<file path="src/rtl/alarm_sequencer.sv">
// Alarm tone sequencer: square-wave bursts separated by silent gaps while the
// alarm request (enable | WM) is high, with snooze, stop acknowledge and
// auto-timeout after a configurable number of completed bursts.
module alarm_sequencer #(
    parameter int unsigned CNT_W           = 32,
    parameter int unsigned HALF_PERIOD     = 1000,
    parameter int unsigned BEEPS_PER_BURST = 4,
    parameter int unsigned GAP_CYCLES      = 50000,
    parameter int unsigned SNOOZE_CYCLES   = 1000000,
    parameter int unsigned TIMEOUT_BURSTS  = 60
) (
    input  logic clk,
    input  logic reset,
    input  logic enable,
    input  logic WM,
    input  logic snooze,
    input  logic stop,
    output logic alarm_on,
    output logic active,
    output logic snoozing,
    output logic timed_out
);

    typedef enum logic [1:0] {StIdle, StBeep, StGap, StSnooze} state_e;

    localparam logic [CNT_W-1:0] ONE        = CNT_W'(1);
    localparam logic [CNT_W-1:0] HALF_LAST  = CNT_W'(HALF_PERIOD - 1);
    localparam logic [CNT_W-1:0] TOGGLE_LAST = CNT_W'(2 * BEEPS_PER_BURST - 1);
    localparam logic [CNT_W-1:0] GAP_LAST   = CNT_W'(GAP_CYCLES - 1);
    localparam logic [CNT_W-1:0] SNZ_LAST   = CNT_W'(SNOOZE_CYCLES - 1);
    localparam logic [CNT_W-1:0] TO_LIMIT   = CNT_W'(TIMEOUT_BURSTS);

    state_e           state;
    logic             ack;
    logic [CNT_W-1:0] tone_cnt;
    logic [CNT_W-1:0] toggles;
    logic [CNT_W-1:0] bursts;
    logic [CNT_W-1:0] gap_cnt;
    logic [CNT_W-1:0] snz_cnt;

    logic request;
    logic half_done;
    logic burst_done;
    logic timeout_hit;
    logic snooze_ok;

    assign request    = enable | WM;
    assign half_done  = (tone_cnt == HALF_LAST);
    // The toggle that completes the burst is the one that returns the tone low.
    assign burst_done = half_done && (toggles == TOGGLE_LAST);
    assign timeout_hit = (TIMEOUT_BURSTS != 0) && ((bursts + ONE) == TO_LIMIT);
    assign snooze_ok  = (SNOOZE_CYCLES != 0) && ((state == StBeep) || (state == StGap));

    // State machine, counters and registered outputs.
    always_ff @(posedge clk) begin
        if (reset) begin
            state     <= StIdle;
            ack       <= 1'b0;
            tone_cnt  <= '0;
            toggles   <= '0;
            bursts    <= '0;
            gap_cnt   <= '0;
            snz_cnt   <= '0;
            alarm_on  <= 1'b0;
            active    <= 1'b0;
            snoozing  <= 1'b0;
            timed_out <= 1'b0;
        end else begin
            timed_out <= 1'b0;
            if (!request) begin
                state    <= StIdle;
                ack      <= 1'b0;
                tone_cnt <= '0;
                toggles  <= '0;
                bursts   <= '0;
                gap_cnt  <= '0;
                snz_cnt  <= '0;
                alarm_on <= 1'b0;
                active   <= 1'b0;
                snoozing <= 1'b0;
            end else if (stop) begin
                // A timeout landing on the same edge is still reported.
                if (state == StBeep && burst_done && timeout_hit) begin
                    timed_out <= 1'b1;
                end
                state    <= StIdle;
                ack      <= 1'b1;
                tone_cnt <= '0;
                toggles  <= '0;
                bursts   <= '0;
                gap_cnt  <= '0;
                snz_cnt  <= '0;
                alarm_on <= 1'b0;
                active   <= 1'b0;
                snoozing <= 1'b0;
            end else if (snooze && snooze_ok) begin
                state    <= StSnooze;
                bursts   <= '0;
                snz_cnt  <= '0;
                alarm_on <= 1'b0;
                active   <= 1'b0;
                snoozing <= 1'b1;
            end else begin
                unique case (state)
                    StIdle: begin
                        if (!ack) begin
                            state    <= StBeep;
                            tone_cnt <= '0;
                            toggles  <= '0;
                            alarm_on <= 1'b0;
                            active   <= 1'b1;
                        end
                    end
                    StBeep: begin
                        if (half_done) begin
                            tone_cnt <= '0;
                            alarm_on <= ~alarm_on;
                            if (burst_done) begin
                                toggles <= '0;
                                bursts  <= bursts + ONE;
                                if (timeout_hit) begin
                                    state     <= StIdle;
                                    ack       <= 1'b1;
                                    active    <= 1'b0;
                                    timed_out <= 1'b1;
                                end else begin
                                    state   <= StGap;
                                    gap_cnt <= '0;
                                end
                            end else begin
                                toggles <= toggles + ONE;
                            end
                        end else begin
                            tone_cnt <= tone_cnt + ONE;
                        end
                    end
                    StGap: begin
                        alarm_on <= 1'b0;
                        if (gap_cnt == GAP_LAST) begin
                            state    <= StBeep;
                            gap_cnt  <= '0;
                            tone_cnt <= '0;
                            toggles  <= '0;
                        end else begin
                            gap_cnt <= gap_cnt + ONE;
                        end
                    end
                    StSnooze: begin
                        alarm_on <= 1'b0;
                        if (snz_cnt == SNZ_LAST) begin
                            state    <= StBeep;
                            snz_cnt  <= '0;
                            tone_cnt <= '0;
                            toggles  <= '0;
                            active   <= 1'b1;
                            snoozing <= 1'b0;
                        end else begin
                            snz_cnt <= snz_cnt + ONE;
                        end
                    end
                    default: begin
                        state    <= StIdle;
                        alarm_on <= 1'b0;
                        active   <= 1'b0;
                        snoozing <= 1'b0;
                    end
                endcase
            end
        end
    end

endmodule
</file>
<file path="config.mk">
export PLATFORM = sky130hd
export DESIGN_NAME = alarm_sequencer
export DESIGN_NICKNAME = d
export VERILOG_FILES = /design/src/rtl/alarm_sequencer.sv
export SDC_FILE = /design/constraint.sdc
export NUM_CORES = 1
export LEC_CHECK = 0
export BUFFER_PORTS_ARGS = -buffer_cell sky130_fd_sc_hd__buf_2
export CAP_MARGIN = 40
export CORE_MARGIN = 2
export CORE_UTILIZATION = 50
export DETAILED_ROUTE_END_ITERATION = 10
export PLACE_DENSITY = 0.65
export SETUP_SLACK_MARGIN = 0.15
export SLEW_MARGIN = 20
export SYNTH_ARGS = -nofsm -noshare
export SYNTH_HDL_FRONTEND = slang
export SYNTH_SLANG_ARGS = --single-unit
export TNS_END_PERCENT = 10
</file>
<file path="constraint.sdc">
create_clock -name clk -period 4.7 [get_ports clk]
set_input_delay 0.94 -clock clk [delete_from_list [all_inputs] [get_ports clk]]
set_output_delay 0.94 -clock clk [all_outputs]
set_load 0.02 [all_outputs]
</file>
==> flow_metrics.py <==
metrics = {
    "floorplanning": {
        "rows": 49,
        "initial_core_util_pct": 50.96,
        "dieWidth_um": 139.3,
        "ios": 10,
        "core_area_mm2": 0.01796,
        "die_h_um": 139.3,
        "fp.dieArea_mm2": 0.01941,
    },
    "global_route": {
        "grt_pass1_wl_um": 36500,
        "grt_pass1_vias": 7472,
        "grt-ovfl-total": 0,
        "grt.total_usage_pct": 22.29,
        "antenna_found_initial": 0,
        "grt_max_degree": 39,
    },
    "setup_path": {
        "end_kind": "flop",
        "cp.required_ns": 4.99,
        "worst_setup_path_start_kind": "flop",
        "crit_path_max_fanout": 27,
        "r2r-end": "gap_cnt[16]$_SDFFE_PP0P_",
        "cp.arrival_ns": 4.31,
        "ff2ff_path_depth": 9,
        "r2r_slack_ns": 0.67,
        "rr_startpoint": "bursts[0]$_SDFFE_PP0P_",
        "path_class": "reg2reg",
    },
    "status": {
        "status": "finished clean",
    },
    "pwr": {
        "switching_share_pct": 21.95,
        "p_comb_share_pct": 3.0,
        "ir_drop_uv": 254.7,
        "pwr-share-clk_pct": 49.5,
        "power.density_mw_per_mm2": 299.0,
        "p_seq_share_pct": 47.5,
        "p_switching_w": 0.0006565,
        "internal_power_w": 0.002335,
        "leakage_nw": 3.123,
    },
    "layout": {
        "layout_commonest_cell": "dfxtp_1",
        "drive_gt1_share_pct": 6.383,
        "nNetsFinal": 1178,
        "diodes": 0,
        "post-route-util_pct": 55.70,
        "layout_common_cells": "dfxtp_1 (167), nor2_1 (162), nand2_1 (119)",
        "fin_area_mm2": 0.01001,
        "areaGrowthSynthToFinish_pct": 9.308,
    },
    "logic_synthesis": {
        "async_reset_ff_share_pct": 0,
        "synth_top_area_share_pct": 36.52,
        "synth_area_per_cell_um2": 7.744,
        "yosys.area.top_type": "dfxtp_1",
        "synth_cell_type_count": 67,
        "synth_edf_count": 0,
        "synth_nets": 1198,
        "ys_warn_count": 0,
        "synthTopCellsByArea": "dfxtp_1 (37%), nor2_1 (6.7%), xnor2_1 (5.6%)",
        "synth.ff_latch_count": 167,
        "netlist_area_mm2": 0.009154,
        "synthesis.instances": 1182,
        "synthFlopType": "dfxtp_1",
        "ys_seq_area_share_pct": 36.52,
    },
    "timing": {
        "rsz0062_at_grt": "false",
        "post-route-min-period_ns": 4.029,
        "hold_viol": 0,
        "skew_ns": 0.01001,
        "drv_slew": 0,
        "finalSetupTns_ns": 0,
        "fin_crit_sh_pct": 85.73,
        "max_freq_mhz": 248.2,
        "worst_slew_pin_slew_ns": 0.8570,
        "slew_headroom_pct": 42.87,
        "setup_slack_ns": 0.6705,
        "finalSetupViolations": 0,
    },
    "route": {
        "wl_per_cell_um": 15.32,
        "drc_errors": 0,
        "routed-via-count": 8316,
        "ant_nets": 0,
        "drt_iter0_markers": 551,
        "drtPass1Iterations": 5,
        "via_per_inst": 5.923,
        "postRouteWirelength_um": 21510,
    },
    "clock_network": {
        "clkTransAtPathRegs_ns": 0.07,
        "tritoncts": "yes",
        "clockBufferDepth": 2,
        "postCtsSetupBuffers": 0,
        "clkSinkCount": 167,
        "clkLatencyLatePin_ns": 0.43,
        "postCtsHoldBufs": 0,
        "cts_inserted_buffers": 17,
        "h-tree-depth": 4,
        "cts_root_buf": "clkbuf_16",
        "cts_resized": 0,
    },
    "min_path": {
        "worstHoldEndpoint": "tone_cnt[1]$_SDFFE_PP0P_",
        "worstHoldStart": "tone_cnt[1]$_SDFFE_PP0P_",
        "min_path_type": "reg2reg",
        "whs_path_depth": 2,
    },
    "placement": {
        "dpl_worst_slack_ns": 0.7256,
        "place_area_mm2": 0.009380,
        "gp_congestion": 0.8892,
        "hpwl_um": 14470,
        "port_buffers": 9,
    },
    "flow_run": {
        "drv_cap": 0,
    },
}
[logic make-up after synthesis]
family,after synthesis,synth area share (%)
AOI/OAI and AO/OA,177,12.67
xor gates and xnor gates,112,10.72
adders and majority gates,10,1.367
buffers and inverters,88,3.909
DFF,167,36.52
and+or+nand+nor,628,34.81
[per-stage QoR]
stage / std cells / total power (W) / hold WS (ns)
6_report: 1404 / 0.002991 / 0.4750
5_1_grt: 1404 / 0.003090 / 0.4990
4_1_cts: 1404 / 0.003024 / 0.4745
3_5_place_dp: 1372 / 0.001542 / 0.4659
3_3_place_gp: 1371 / 0.001540 / 0.4570
2_1_floorplan: 1182 / 0.001512 / 0.4484
[sequential cells by signal, summed over array words and instances, names as in the netlist]
| register | cells |
|---|---|
| bursts | 32 |
| tone_cnt | 32 |
| active | 1 |
| toggles | 32 |
| snoozing | 1 |
| gap_cnt | 32 |
| alarm_on | 1 |
| ack | 1 |
| snz_cnt | 32 |
| state | 2 |
| timed_out | 1 |
[critical path, stage by stage (launching register included)]
cell and delay [ns]:
dfxtp_1 0.51, ha_1 0.26, nand3_1 0.26, or4_1 0.67, o21a_1 0.25, nor3_1 0.24
nand4_1 0.27, o41a_1 0.56, o21ai_4 0.66, o22ai_1 0.20
[area by class of cell]
type                       instances  area [µm²]
tap                              229       286.5
inverter                          24       90.09
sequential                       167        3343
multi-input combinational        927        5475
fill                            1701        7958
timing repair buffer              25       185.2
clock inverter                    14       196.4
clock buffer                      18       429.2
[metal layers]
metal	global-route usage [%]	vias up	part of all wire, %
met5	0	-	0
met4	7.124	0	1.3
met3	3.854	21	4.0
met2	35.68	188	46
met1	30.71	3877	49
li1	-	4230	-
[worst max-delay path by stage]
stage                                       from                       end  slack (ns)  depth (start not counted)
final                     bursts[0]$_SDFFE_PP0P_  gap_cnt[16]$_SDFFE_PP0P_        0.67                          9
after global routing      bursts[0]$_SDFFE_PP0P_  gap_cnt[16]$_SDFFE_PP0P_        0.39                          9
after CTS                 bursts[0]$_SDFFE_PP0P_  gap_cnt[16]$_SDFFE_PP0P_        0.71                          9
after detailed placement  bursts[0]$_SDFFE_PP0P_  gap_cnt[16]$_SDFFE_PP0P_        0.73                          9
after global placement    bursts[0]$_SDFFE_PP0P_  gap_cnt[16]$_SDFFE_PP0P_        0.82                          9
after floorplan           bursts[1]$_SDFFE_PP0P_  gap_cnt[11]$_SDFFE_PP0P_        1.54                         11
[power groups by stage]
stage,logic [W],registers (W),clock network [W]
finish,0.0000892,0.00142,0.00148
global placement,0.0000885,0.00145,0
CTS,0.0000898,0.00142,0.00151
global route,0.000100,0.00142,0.00157
floorplan,0.0000599,0.00145,0
detailed placement,0.0000896,0.00145,0
[synthesized netlist by cell type, types with 15 or more instances]
master / n
and2_1: 15
xnor2_1: 59
o22ai_1: 28
and3_1: 22
or3_1: 36
xor2_1: 53
nor4_1: 49
nor2_1: 163
o21ai_0: 33
nand2_1: 119
clkbuf_1: 49
inv_1: 24
dfxtp_1: 167
a21oi_1: 46
nand3_1: 81
nand4_1: 43
nor3_1: 45
No activity file was read; power rests on OpenSTA's default activity.
